**src/rtl/decode_stage_if.sv**
```systemverilog
// Shared decode types plus the fetch->decode and decode->rename handshake bundles.
// Each interface carries one valid/ready channel; the producer takes the master modport.
package decode_pkg;

  localparam logic [6:0] OPC_OP     = 7'b0110011;
  localparam logic [6:0] OPC_OP_IMM = 7'b0010011;
  localparam logic [6:0] OPC_LUI    = 7'b0110111;
  localparam logic [6:0] OPC_AUIPC  = 7'b0010111;
  localparam logic [6:0] OPC_JAL    = 7'b1101111;
  localparam logic [6:0] OPC_JALR   = 7'b1100111;
  localparam logic [6:0] OPC_BRANCH = 7'b1100011;
  localparam logic [6:0] OPC_LOAD   = 7'b0000011;
  localparam logic [6:0] OPC_STORE  = 7'b0100011;

  typedef enum logic [1:0] {
    FU_ALU    = 2'd0,
    FU_BRANCH = 2'd1,
    FU_LSU    = 2'd2
  } fu_e;

  typedef enum logic [3:0] {
    ALU_ADD   = 4'd0,
    ALU_SUB   = 4'd1,
    ALU_SLL   = 4'd2,
    ALU_SLT   = 4'd3,
    ALU_SLTU  = 4'd4,
    ALU_XOR   = 4'd5,
    ALU_SRL   = 4'd6,
    ALU_SRA   = 4'd7,
    ALU_OR    = 4'd8,
    ALU_AND   = 4'd9,
    ALU_LUI   = 4'd10,
    ALU_AUIPC = 4'd11
  } alu_op_e;

  typedef struct packed {
    logic [31:0] pc;
    logic [31:0] pc_4;
    logic [4:0]  rs1;
    logic [4:0]  rs2;
    logic [4:0]  rd;
    logic [31:0] imm;
    logic        uses_rs1;
    logic        uses_rs2;
    logic        writes_rd;
    fu_e         fu_type;
    alu_op_e     alu_op;
    logic [2:0]  func3;
    logic        is_load;
    logic        is_store;
    logic        is_branch;
    logic        is_jump;
    logic        illegal;
  } dec_entry_t;

endpackage

interface fetch_if;
  logic        valid_in;
  logic        ready_in;
  logic [31:0] instr_in;
  logic [31:0] pc_in;
  logic [31:0] pc_4_in;

  modport master (output valid_in, instr_in, pc_in, pc_4_in, input ready_in);
  modport slave  (input valid_in, instr_in, pc_in, pc_4_in, output ready_in);
endinterface

interface rename_if;
  logic        valid_out;
  logic        ready_out;
  logic [31:0] pc_out;
  logic [31:0] pc_4_out;
  logic [4:0]  rs1;
  logic [4:0]  rs2;
  logic [4:0]  rd;
  logic [31:0] imm;
  logic        uses_rs1;
  logic        uses_rs2;
  logic        writes_rd;
  logic [1:0]  fu_type;
  logic [3:0]  alu_op;
  logic [2:0]  func3;
  logic        is_load;
  logic        is_store;
  logic        is_branch;
  logic        is_jump;
  logic        illegal;

  modport master (output valid_out, pc_out, pc_4_out, rs1, rs2, rd, imm, uses_rs1, uses_rs2,
                         writes_rd, fu_type, alu_op, func3, is_load, is_store, is_branch,
                         is_jump, illegal,
                  input  ready_out);
  modport slave  (input  valid_out, pc_out, pc_4_out, rs1, rs2, rd, imm, uses_rs1, uses_rs2,
                         writes_rd, fu_type, alu_op, func3, is_load, is_store, is_branch,
                         is_jump, illegal,
                  output ready_out);
endinterface

```
**src/rtl/decode_stage.sv**
```systemverilog
// RV32I decode stage: combinational decoder feeding a registered main/skid buffer.
// Outputs come only from the main register; ready_in depends only on skid occupancy.
module decode_stage
  import decode_pkg::*;
(
  input  logic      clk,
  input  logic      reset,
  input  logic      mispredict,
  fetch_if.slave    fetch,
  rename_if.master  rename
);

  dec_entry_t dec;
  dec_entry_t main_q, skid_q;
  logic       main_valid, skid_valid;
  logic       take_in, drain;

  function automatic alu_op_e alu_from_f3(input logic [2:0] f3, input logic f7_b5,
                                          input logic is_reg_op);
    unique case (f3)
      3'd0:    alu_from_f3 = (is_reg_op && f7_b5) ? ALU_SUB : ALU_ADD;
      3'd1:    alu_from_f3 = ALU_SLL;
      3'd2:    alu_from_f3 = ALU_SLT;
      3'd3:    alu_from_f3 = ALU_SLTU;
      3'd4:    alu_from_f3 = ALU_XOR;
      3'd5:    alu_from_f3 = f7_b5 ? ALU_SRA : ALU_SRL;
      3'd6:    alu_from_f3 = ALU_OR;
      default: alu_from_f3 = ALU_AND;
    endcase
  endfunction

  always_comb begin
    logic [31:0] i;
    i = fetch.instr_in;
    // NOTE: every field gets a default before the case so no path leaves a latch behind.
    dec       = '0;
    dec.pc    = fetch.pc_in;
    dec.pc_4  = fetch.pc_4_in;
    dec.rs1   = i[19:15];
    dec.rs2   = i[24:20];
    dec.rd    = i[11:7];
    dec.func3 = i[14:12];
    unique case (i[6:0])
      OPC_OP: begin
        dec.uses_rs1  = 1'b1;
        dec.uses_rs2  = 1'b1;
        dec.writes_rd = 1'b1;
        dec.alu_op    = alu_from_f3(i[14:12], i[30], 1'b1);
      end
      OPC_OP_IMM: begin
        dec.uses_rs1  = 1'b1;
        dec.writes_rd = 1'b1;
        dec.imm       = {{20{i[31]}}, i[31:20]};
        dec.alu_op    = alu_from_f3(i[14:12], i[30], 1'b0);
      end
      OPC_LUI, OPC_AUIPC: begin
        dec.writes_rd = 1'b1;
        dec.imm       = {i[31:12], 12'b0};
        dec.alu_op    = (i[6:0] == OPC_LUI) ? ALU_LUI : ALU_AUIPC;
      end
      OPC_JAL: begin
        dec.fu_type   = FU_BRANCH;
        dec.is_jump   = 1'b1;
        dec.writes_rd = 1'b1;
        dec.imm       = {{11{i[31]}}, i[31], i[19:12], i[20], i[30:21], 1'b0};
      end
      OPC_JALR: begin
        dec.fu_type   = FU_BRANCH;
        dec.is_jump   = 1'b1;
        dec.uses_rs1  = 1'b1;
        dec.writes_rd = 1'b1;
        dec.imm       = {{20{i[31]}}, i[31:20]};
      end
      OPC_BRANCH: begin
        dec.fu_type   = FU_BRANCH;
        dec.is_branch = 1'b1;
        dec.uses_rs1  = 1'b1;
        dec.uses_rs2  = 1'b1;
        dec.imm       = {{19{i[31]}}, i[31], i[7], i[30:25], i[11:8], 1'b0};
      end
      OPC_LOAD: begin
        dec.fu_type   = FU_LSU;
        dec.is_load   = 1'b1;
        dec.uses_rs1  = 1'b1;
        dec.writes_rd = 1'b1;
        dec.imm       = {{20{i[31]}}, i[31:20]};
      end
      OPC_STORE: begin
        dec.fu_type   = FU_LSU;
        dec.is_store  = 1'b1;
        dec.uses_rs1  = 1'b1;
        dec.uses_rs2  = 1'b1;
        dec.imm       = {{20{i[31]}}, i[31:25], i[11:7]};
      end
      default: dec.illegal = 1'b1;
    endcase
    // x0 is never a real destination.
    if (dec.rd == 5'd0) dec.writes_rd = 1'b0;
  end

  assign take_in        = fetch.valid_in && fetch.ready_in;
  assign drain          = main_valid && rename.ready_out;
  assign fetch.ready_in = !skid_valid;

  // NOTE: all state below uses non-blocking assignments so every register samples pre-edge values.
  always_ff @(posedge clk) begin
    if (reset) begin
      main_valid <= 1'b0;
      skid_valid <= 1'b0;
      // NOTE: data registers are cleared too, so outputs read as zero straight out of reset.
      main_q     <= '0;
      skid_q     <= '0;
    end else if (mispredict) begin
      main_valid <= 1'b0;
      skid_valid <= 1'b0;
    end else if (!main_valid || drain) begin
      if (skid_valid) begin
        main_q     <= skid_q;
        main_valid <= 1'b1;
        skid_valid <= 1'b0;
      end else begin
        main_valid <= take_in;
        if (take_in) main_q <= dec;
      end
    end else if (take_in) begin
      skid_q     <= dec;
      skid_valid <= 1'b1;
    end
  end

  assign rename.valid_out = main_valid;
  assign rename.pc_out    = main_q.pc;
  assign rename.pc_4_out  = main_q.pc_4;
  assign rename.rs1       = main_q.rs1;
  assign rename.rs2       = main_q.rs2;
  assign rename.rd        = main_q.rd;
  assign rename.imm       = main_q.imm;
  assign rename.uses_rs1  = main_q.uses_rs1;
  assign rename.uses_rs2  = main_q.uses_rs2;
  assign rename.writes_rd = main_q.writes_rd;
  assign rename.fu_type   = main_q.fu_type;
  assign rename.alu_op    = main_q.alu_op;
  assign rename.func3     = main_q.func3;
  assign rename.is_load   = main_q.is_load;
  assign rename.is_store  = main_q.is_store;
  assign rename.is_branch = main_q.is_branch;
  assign rename.is_jump   = main_q.is_jump;
  assign rename.illegal   = main_q.illegal;

endmodule

```
**src/flat_wrapper.sv**
```systemverilog
// flat-port wrapper written by rule: the top's interface ports become plain ports
module decode_stage_flat import decode_pkg::*;
  (clk, reset, mispredict, fetch_valid_in, fetch_instr_in, fetch_pc_in, fetch_pc_4_in, fetch_ready_in, rename_valid_out, rename_pc_out, rename_pc_4_out, rename_rs1, rename_rs2, rename_rd, rename_imm, rename_uses_rs1, rename_uses_rs2, rename_writes_rd, rename_fu_type, rename_alu_op, rename_func3, rename_is_load, rename_is_store, rename_is_branch, rename_is_jump, rename_illegal, rename_ready_out);
  fetch_if fetch_i ();
  rename_if rename_i ();
  input  logic clk;
  input  logic reset;
  input  logic mispredict;
  input wire logic [$bits(fetch_i.valid_in)-1:0] fetch_valid_in;
  input wire logic [$bits(fetch_i.instr_in)-1:0] fetch_instr_in;
  input wire logic [$bits(fetch_i.pc_in)-1:0] fetch_pc_in;
  input wire logic [$bits(fetch_i.pc_4_in)-1:0] fetch_pc_4_in;
  output wire logic [$bits(fetch_i.ready_in)-1:0] fetch_ready_in;
  output wire logic [$bits(rename_i.valid_out)-1:0] rename_valid_out;
  output wire logic [$bits(rename_i.pc_out)-1:0] rename_pc_out;
  output wire logic [$bits(rename_i.pc_4_out)-1:0] rename_pc_4_out;
  output wire logic [$bits(rename_i.rs1)-1:0] rename_rs1;
  output wire logic [$bits(rename_i.rs2)-1:0] rename_rs2;
  output wire logic [$bits(rename_i.rd)-1:0] rename_rd;
  output wire logic [$bits(rename_i.imm)-1:0] rename_imm;
  output wire logic [$bits(rename_i.uses_rs1)-1:0] rename_uses_rs1;
  output wire logic [$bits(rename_i.uses_rs2)-1:0] rename_uses_rs2;
  output wire logic [$bits(rename_i.writes_rd)-1:0] rename_writes_rd;
  output wire logic [$bits(rename_i.fu_type)-1:0] rename_fu_type;
  output wire logic [$bits(rename_i.alu_op)-1:0] rename_alu_op;
  output wire logic [$bits(rename_i.func3)-1:0] rename_func3;
  output wire logic [$bits(rename_i.is_load)-1:0] rename_is_load;
  output wire logic [$bits(rename_i.is_store)-1:0] rename_is_store;
  output wire logic [$bits(rename_i.is_branch)-1:0] rename_is_branch;
  output wire logic [$bits(rename_i.is_jump)-1:0] rename_is_jump;
  output wire logic [$bits(rename_i.illegal)-1:0] rename_illegal;
  input wire logic [$bits(rename_i.ready_out)-1:0] rename_ready_out;
  assign fetch_i.valid_in = fetch_valid_in;
  assign fetch_i.instr_in = fetch_instr_in;
  assign fetch_i.pc_in = fetch_pc_in;
  assign fetch_i.pc_4_in = fetch_pc_4_in;
  assign fetch_ready_in = fetch_i.ready_in;
  assign rename_valid_out = rename_i.valid_out;
  assign rename_pc_out = rename_i.pc_out;
  assign rename_pc_4_out = rename_i.pc_4_out;
  assign rename_rs1 = rename_i.rs1;
  assign rename_rs2 = rename_i.rs2;
  assign rename_rd = rename_i.rd;
  assign rename_imm = rename_i.imm;
  assign rename_uses_rs1 = rename_i.uses_rs1;
  assign rename_uses_rs2 = rename_i.uses_rs2;
  assign rename_writes_rd = rename_i.writes_rd;
  assign rename_fu_type = rename_i.fu_type;
  assign rename_alu_op = rename_i.alu_op;
  assign rename_func3 = rename_i.func3;
  assign rename_is_load = rename_i.is_load;
  assign rename_is_store = rename_i.is_store;
  assign rename_is_branch = rename_i.is_branch;
  assign rename_is_jump = rename_i.is_jump;
  assign rename_illegal = rename_i.illegal;
  assign rename_i.ready_out = rename_ready_out;
  decode_stage u_core (.clk(clk), .reset(reset), .mispredict(mispredict), .fetch(fetch_i), .rename(rename_i));
endmodule
```
**config.mk**
```make
export PLATFORM = sky130hd
export DESIGN_NAME = decode_stage_flat
export DESIGN_NICKNAME = d
export VERILOG_FILES = /design/src/rtl/decode_stage_if.sv /design/src/rtl/decode_stage.sv /design/src/flat_wrapper.sv
export SDC_FILE = /design/constraint.sdc
export NUM_CORES = 1
export LEC_CHECK = 0
export BUFFER_PORTS_ARGS = -buffer_cell sky130_fd_sc_hd__buf_2
export CORE_ASPECT_RATIO = 1.2
export CORE_MARGIN = 5
export CORE_UTILIZATION = 54
export DETAILED_ROUTE_END_ITERATION = 8
export GPL_TIMING_DRIVEN = 1
export PLACE_DENSITY_LB_ADDON = 0.1
export SYNTH_ARGS = -nofsm -noshare
export SYNTH_HDL_FRONTEND = slang
export SYNTH_SLANG_ARGS = --single-unit
```
**constraint.sdc**
```tcl
create_clock -name clk -period 2.41 [get_ports clk]
set_input_delay 0.1205 -clock clk [delete_from_list [all_inputs] [get_ports clk]]
set_output_delay 0.1205 -clock clk [all_outputs]
set_load 0.01 [all_outputs]
```
==> results.md, run 1 <==
* Run status: complete, no violations
* Combined global-route utilization of all metal layers at roughly a quarter
* Fraction of the cycle the final worst path needs at 93.1%
* Number of max-cap violations at 0
* Worst Setup End Kind: output port
* Cell with the largest stage delay on the worst path: buf_4
* Proportion of synthesized chip area in sequential cells at around 48%
* Clk slew on worst S/H paths at ~0.06 ns
* Starting density of the core at 54.7%
* Share of final-layout standard cells stronger than drive strength 1 at 20.2%
* Combined area of the multi-input logic cells at 4990 sq um
* Biggest cell delay along the critical path at ~0.43 ns
* Post-DR wirelength/cell at between 15 and 20 um
* Min Clock Period, post-route at 2.24 ns
* Total number of yosys warnings at 0
* Slack of the worst reg-to-reg path at 0.21 ns
* Worst hold slack after final layout at ~0.034 ns
* Initial antenna violation count at 1
* Relative slew slack at between 40% and 50%
* Max Slew Vio Count at 0
* Post-Syn Area at around 11000 sq um
* Cells traversed along the worst timing path: buf_4 > inv_1 > buf_4 > buf_2
* Sum of negative setup slack at 0 ns
* Total via count in the routed design at roughly 10000
* Top_reg_cell synth: dfxtp_1
* Destination of the critical timing path: fetch_ready_in
* Routability congestion estimate from global placement at about 0.85
* Vias in the first global route at 9745
* Crit Path Class: flip-flop to output port
* Number of flops mapped to enable cells by yosys at 0
* Smallest setup slack after layout at approximately 0.17 ns
* Nature of the critical path startpoint: flip-flop
* Arrival time of data at the critical path endpoint at between 2 and 2.5 ns
* Clock skew after layout at ~0.0076 ns
* Row cnt at 56
* CTS max path bufs at 3
* Peak clock frequency supported by timing at between 400 and 500 MHz
* Post-layout net count at about 1600
* Startpoint of the most critical setup path: u_core.skid_valid
* Launch instance of the worst register-to-register path: u_core.rename.valid_out
* Post-Syn Nets at approximately 1300
* Area of all placed cells without fillers at ~14000 sq um
* Static Leak at between 5 and 6 nW
* Total wire length at approximately 30000 um
* Number of design-rule violations left by the first detailed-router iteration at 601
* Buffers on Ports at 230
* Syn Area/Cell at about 8.6 sq um
* Crit-path most repeated cell: buf_4
* Maximum vdd ir drop at just over 0.0006 V
* Number of hold-slack violations in the final timing report at 0
* Total congestion overflow at 0
* HPWL after DPL at 18500 um
* Endpoint required time on the critical path at around 2.3 ns
* Die outline area at 22600 sq um
* Root buffer selected by CTS: clkbuf_16
* Unrepaired setup endpoints after global routing: no
* Die outline width at between 100 and 150 um
* Clk sinks at about 260
* First-pass GRT wire length at 49500 um
* Worst Reg-to-Reg Cells at 6
* Final setup viols at 0
* Drt first pass iters at 5
* Number of filler instances in the final layout at between 1500 and 2000
* Slew at the pin closest to its max-slew limit at around 0.84 ns
* Class of the tightest hold or removal check: input pin to flip-flop
* Area growth from synthesis to layout at 29.0%
* Number of synthesized register bits at between 200 and 300
* Area taken by flip-flops and latches at about 5200 sq um
* Per-cell via count in the routed design at approximately 5.6
* Number of distinct library cells after synthesis at 55
* Antenna Violating Nets Remaining at 0
* Cell count after synthesis at 1236
* Ports placed on the boundary at between 200 and 250
* Largest net degree at the start of global routing at approximately 110
* P per Cell Area at slightly below 700 nW/um^2
* Endpoint of the lowest-slack register-to-register path: u_core.skid_q[98]
* Height of the die at 164 um
* Number of CTS-inserted buffers at 25
* Async set-or-reset flop fraction in the synthesized netlist at 0%
* Core area at about 19000 sq um
* Placed Area at between 10000 and 15000 sq um
* Clock tree from TritonCTS: done
* Count of inserted antenna diode cells at 0
* Max FO, Critical Path at 35
* CTS H-tree lvls at 1
* Worst setup slack before clock tree synthesis at around 0.35 ns
* Post-route DRC at 0
* Source-to-sink clock delay at the later pin of the worst-skew pair at 0.51 ns
## worst min path at each step
stage	from	to	slack, ns	cells past startpoint
2_1_floorplan	fetch_pc_in[4]	u_core.skid_q[100]	0.26	2
3_3_place_gp	fetch_pc_4_in[18]	u_core.skid_q[82]	0.37	3
3_5_place_dp	fetch_pc_in[8]	u_core.skid_q[104]	0.38	3
4_1_cts	fetch_instr_in[4]	u_core.skid_q[15]	0.03	4
5_1_grt	fetch_valid_in	u_core.skid_valid	0.06	3
6_report	fetch_valid_in	u_core.skid_valid	0.03	3
## sequential cells by signal (all words and copies together), names as in the netlist, 2 cells and up
| signal | flops |
|---|---|
| u_core.rename.rs2 | 5 |
| u_core.rename.pc_4_out | 32 |
| u_core.rename.func3 | 3 |
| u_core.rename.fu_type | 2 |
| u_core.rename.rd | 5 |
| u_core.rename.pc_out | 32 |
| u_core.rename.alu_op | 4 |
| u_core.rename.rs1 | 5 |
| u_core.skid_q | 128 |
| u_core.rename.imm | 32 |
## layout make-up
type | instances | area share (%)
multi-input cells | 854 | 36.3
clock inverters | 7 | 0.638
repair buffers | 360 | 17.8
well taps | 261 | 2.38
clock buffers | 37 | 5.03
flip-flops and latches | 258 | 37.6
inverters | 7 | 0.191
## through the flow
| stage | power (mW) | utilization (%) | std cells |
|---|---|---|---|
| 6_report | 9.28 | 70.5 | 1784 |
| 5_1_grt | 9.66 | 70.5 | 1784 |
| 4_1_cts | 9.36 | 70.5 | 1784 |
| 3_5_place_dp | 5.47 | 61.3 | 1639 |
| 3_3_place_gp | 5.46 | 61.3 | 1639 |
| 2_1_floorplan | 5.08 | - | 1236 |
## cells in the mapped netlist, drive strengths merged, types with 2 or more instances
library cell / count / area (sq um)
o2111ai: 2 / 17.5
nand2: 215 / 807
inv: 7 / 26.3
nand3: 11 / 55.1
o31ai: 2 / 15.0
or4: 5 / 37.5
dfxtp: 258 / 5160
a31oi: 13 / 81.3
nor3b: 2 / 15.0
o311ai: 3 / 26.3
nand4: 5 / 31.3
a211o: 2 / 17.5
o211a: 3 / 30.0
a22oi: 4 / 30.0
a21oi: 128 / 641
a221o: 8 / 80.1
nor2: 129 / 487
nor3: 12 / 71.3
or3: 5 / 31.3
o21bai: 7 / 52.6
nand2b: 5 / 38.8
nand3b: 3 / 22.5
nor4: 8 / 50.1
buf: 40 / 198
o211ai: 22 / 165
nor2b: 5 / 31.3
o21ai: 18 / 93.8
mux2i: 83 / 831
clkbuf: 77 / 289
and3b: 2 / 17.5
o221ai: 5 / 43.8
a211oi: 117 / 878
or2: 3 / 18.8
a311oi: 12 / 105
## worst max-delay path, delay by kind of cell (launching register included)
kind | cells | cell delay, ns
buf+inv | 4 | 1.24
flops | 1 | 0.37
## cell families after synthesis
kind of cell / count (synthesis) / synth area share [%]
and+or+nand+nor: 416 / 16.6
AOI/OAI and AO/OA: 353 / 22.1
DFF: 258 / 48.5
buffers and inverters: 124 / 4.82
muxes: 84 / 7.90
xor gates and xnor gates: 1 / 0.0822
## layer usage
layer  track usage, %  routed length (um)
met4             8.54                 832
met3             4.16                1650
met2             44.7               14800
met5                0                   9
met1             33.0               12800
## where the power goes
group	leakage [nW]	internal [mW]	switching, mW
Clock	0.378	2.19	1.58
Sequential	2.10	4.42	0.0774
Combinational	2.70	0.439	0.571
## cells in the final DEF, fill, tap and decap left out, types with 5 or more instances in the layout
master         netlist  final
a211oi_1           117    117
nand3_1             11     11
nor3_1              11      9
a21oi_1            128    128
buf_12               0      5
dfxtp_1            258    257
clkbuf_16            0     25
o21ai_0             17     17
o211ai_1            22     22
o21bai_1             7      7
nor2_1             128    128
a221o_1              8      8
inv_1                7      7
o221ai_1             5      5
buf_4                0     24
or4_1                5      5
mux2i_1             83     83
nand4_1              5      5
dlygate4sd3_1        0    101
clkbuf_1            77     10
nand2_1            215    215
a311oi_1            12     12
nor2b_1              5      5
nor4_1               8      8
buf_2               32    229
a31oi_1             13     13
## what timing repair did
item,in CTS,in global routing
endpoints found under the hold margin,205,0
hold buffers,101,0
resized for setup,0,0
setup buffers,0,0
Power figures use the tool's default switching activity.
==> inputs of run 2 (changes only) <==
BUFFER_PORTS_ARGS = -buffer_cell sky130_fd_sc_hd__clkbuf_2   (was -buffer_cell sky130_fd_sc_hd__buf_2)
CORE_ASPECT_RATIO = 0.5   (was 1.2)
==> run 2 against run 1 <==
Against the previous run:
- total power fell by 1.4%
- global-route usage fell by 0.090 points
- clock power fell by 3%
- final cell count fell by 0.62%
- fmax barely moved
- non-clock buffer count fell by 13
- sequential share of layout area rose by 0.31 points
- setup slack barely moved
- critical path depth rose by 2
- die area rose by 0.70%
- count of clock-buffer cells in the layout fell by 4
- critical path type is now flip-flop to flip-flop
- critical endpoint is now u_core.skid_q[60]
- largest cell class unchanged
==> results.md, run 2 (synthesis results as in run 1) <==
* Clk slew on worst S/H paths at approximately 0.07 ns
* Arrival time of data at the critical path endpoint at approximately 2.7 ns
* Nature of the critical path startpoint: flip-flop
* Max FO, Critical Path at 35
* Number of filler instances in the final layout at between 1500 and 2000
* Reg with most FFs: u_core.skid_q
* Maximum vdd ir drop at slightly above 0.0005 V
* CTS H-tree lvls at 1
* Root buffer selected by CTS: clkbuf_16
* Area growth from synthesis to layout at 27.9%
* Peak clock frequency supported by timing at 446 MHz
* Routability congestion estimate from global placement at about 0.84
* Core occupancy in the finished layout at 70.2%
* Endpoint required time on the critical path at 2.87 ns
* Relative slew slack at between 20% and 30%
* Count of inserted antenna diode cells at 0
* Drt first pass iters at 5
* Static Leak at just over 5 nW
* Cells traversed along the worst timing path: nand2b_4 > or3_4 > buf_4 > nand2_1 > a21oi_1 > dlygate4sd3_1
* Fraction of the cycle the final worst path needs at 93.1%
* Total via count in the routed design at 9994
* Run status: complete, no violations
* Flip-flop count of the largest register, all copies and words added at about 130
* Initial antenna violation count at 0
* Min Clock Period, post-route at around 2.2 ns
* First-pass GRT wire length at a little under 50000 um
* Number of max-cap violations at 0
* Source-to-sink clock delay at the later pin of the worst-skew pair at around 0.51 ns
* Combined global-route utilization of all metal layers at between 20% and 30%
* Die outline area at between 20000 and 25000 sq um
* Biggest cell delay along the critical path at ~0.55 ns
* CTS max path bufs at 3
* Number of hold-slack violations in the final timing report at 0
* Placed Area at 11900 sq um
* Area of all placed cells without fillers at about 14000 sq um
* Row cnt at 36
* Starting density of the core at 54.9%
* Crit Path Class: flip-flop to flip-flop
* Ports placed on the boundary at 231
* Post-DR wirelength/cell at around 17 um
* Number of CTS-inserted buffers at 23
* Cell with the largest stage delay on the worst path: dlygate4sd3_1
* Total congestion overflow at 0
* Number of design-rule violations left by the first detailed-router iteration at 818
* Core area at ~19000 sq um
* Clock skew after layout at about 0.021 ns
* Clock tree from TritonCTS: done
* Die outline width at between 200 and 250 um
* HPWL after DPL at 18800 um
* Max Slew Vio Count at 0
* Share of final-layout standard cells stronger than drive strength 1 at about a fifth
* Vias in the first global route at 9655
* Buffers on Ports at 230
* Worst Setup End Kind: flip-flop
* Unrepaired setup endpoints after global routing: no
* Clk sinks at between 200 and 300
* Class of the tightest hold or removal check: input pin to flip-flop
* P per Cell Area at 672 nW/um^2
* Per-cell via count in the routed design at 5.64
* Sum of negative setup slack at 0 ns
* Height of the die at about 110 um
* Total wire length at between 30000 and 40000 um
* Final setup viols at 0
* Post-layout net count at roughly 1600
* Top library cells by usage in the layout, fill and taps aside: dfxtp_1 (257), clkbuf_2 (229), nand2_1 (215)
* Post-route DRC at 0
* Antenna Violating Nets Remaining at 0
* Leading cell type in the layout, fill and taps excluded: dfxtp_1
* Largest net degree at the start of global routing at around 200
* Slew at the pin closest to its max-slew limit at approximately 1.1 ns
-- run 2: cell count changes in the layout (fill, tap and decap cells not counted), sizes merged --
cell,delta
bufinv,-1
clkbuf,+225
dlygate4sd3,-5
clkinv,+1
buf,-237
inv,+1
-- run 2: critical path: cells and delay by family, from the launching register on --
family | cells | cell delay, ns
buf+inv | 2 | 0.95
flops | 1 | 0.53
simple gates | 3 | 0.54
compound gates | 1 | 0.15
-- run 2: repair_timing --
action	in CTS	in global routing
setup buffers	0	0
gates resized for setup	0	0
hold buffers	96	0
endpoints found under the hold margin	206	0
-- run 2: worst paths after layout --
path	cells after the start	slack, ns	end	startpoint
worst max-delay path	6	0.17	u_core.skid_q[60]	u_core.skid_valid
worst max register to register	6	0.17	u_core.skid_q[60]	u_core.skid_valid
worst min-delay path	2	0.01	u_core.rename.valid_out	mispredict
worst min register to register	2	0.45	u_core.skid_q[10]	u_core.skid_q[10]
-- run 2: per-stage QoR --
| step | worst slack, ns | instances | hold WS (ns) | total power, mW |
|---|---|---|---|---|
| after floorplan | 0.711 | 1236 | 0.256 | 5.08 |
| after global placement | 0.441 | 1636 | 0.357 | 5.45 |
| after detailed placement | 0.352 | 1636 | 0.362 | 5.48 |
| after CTS | 0.167 | 1773 | 0.000775 | 9.22 |
| after global routing | 0.00910 | 1773 | 0.0345 | 9.52 |
| final | 0.166 | 1773 | 0.0143 | 9.15 |
-- run 2: per-layer routing --
layer | track usage, % | share of wire (%) | vias to the layer above
li1 | - | - | 4922
met1 | 34.6 | 45 | 4718
met2 | 44.1 | 48 | 310
met3 | 4.62 | 6.1 | 44
met4 | 5.68 | 1.9 | 0
met5 | 0 | 0 | -
-- run 2: where the power goes --
part           leakage, nW  internal [mW]  total [mW]  switching (mW)
Combinational         2.57          0.431        1.00           0.571
Clock                0.370           2.05        3.65            1.59
Sequential            2.10           4.42        4.50          0.0880
-- run 2: area by class of cell --
type	count	area, sq um	area share (%)
repair buffers	347	2360	17.3
clock buffers	33	673	4.94
inverters	7	26.3	0.193
clock inverters	8	71.3	0.523
well taps	266	333	2.44
flip-flops and latches	258	5170	37.9
multi-input cells	854	4990	36.6
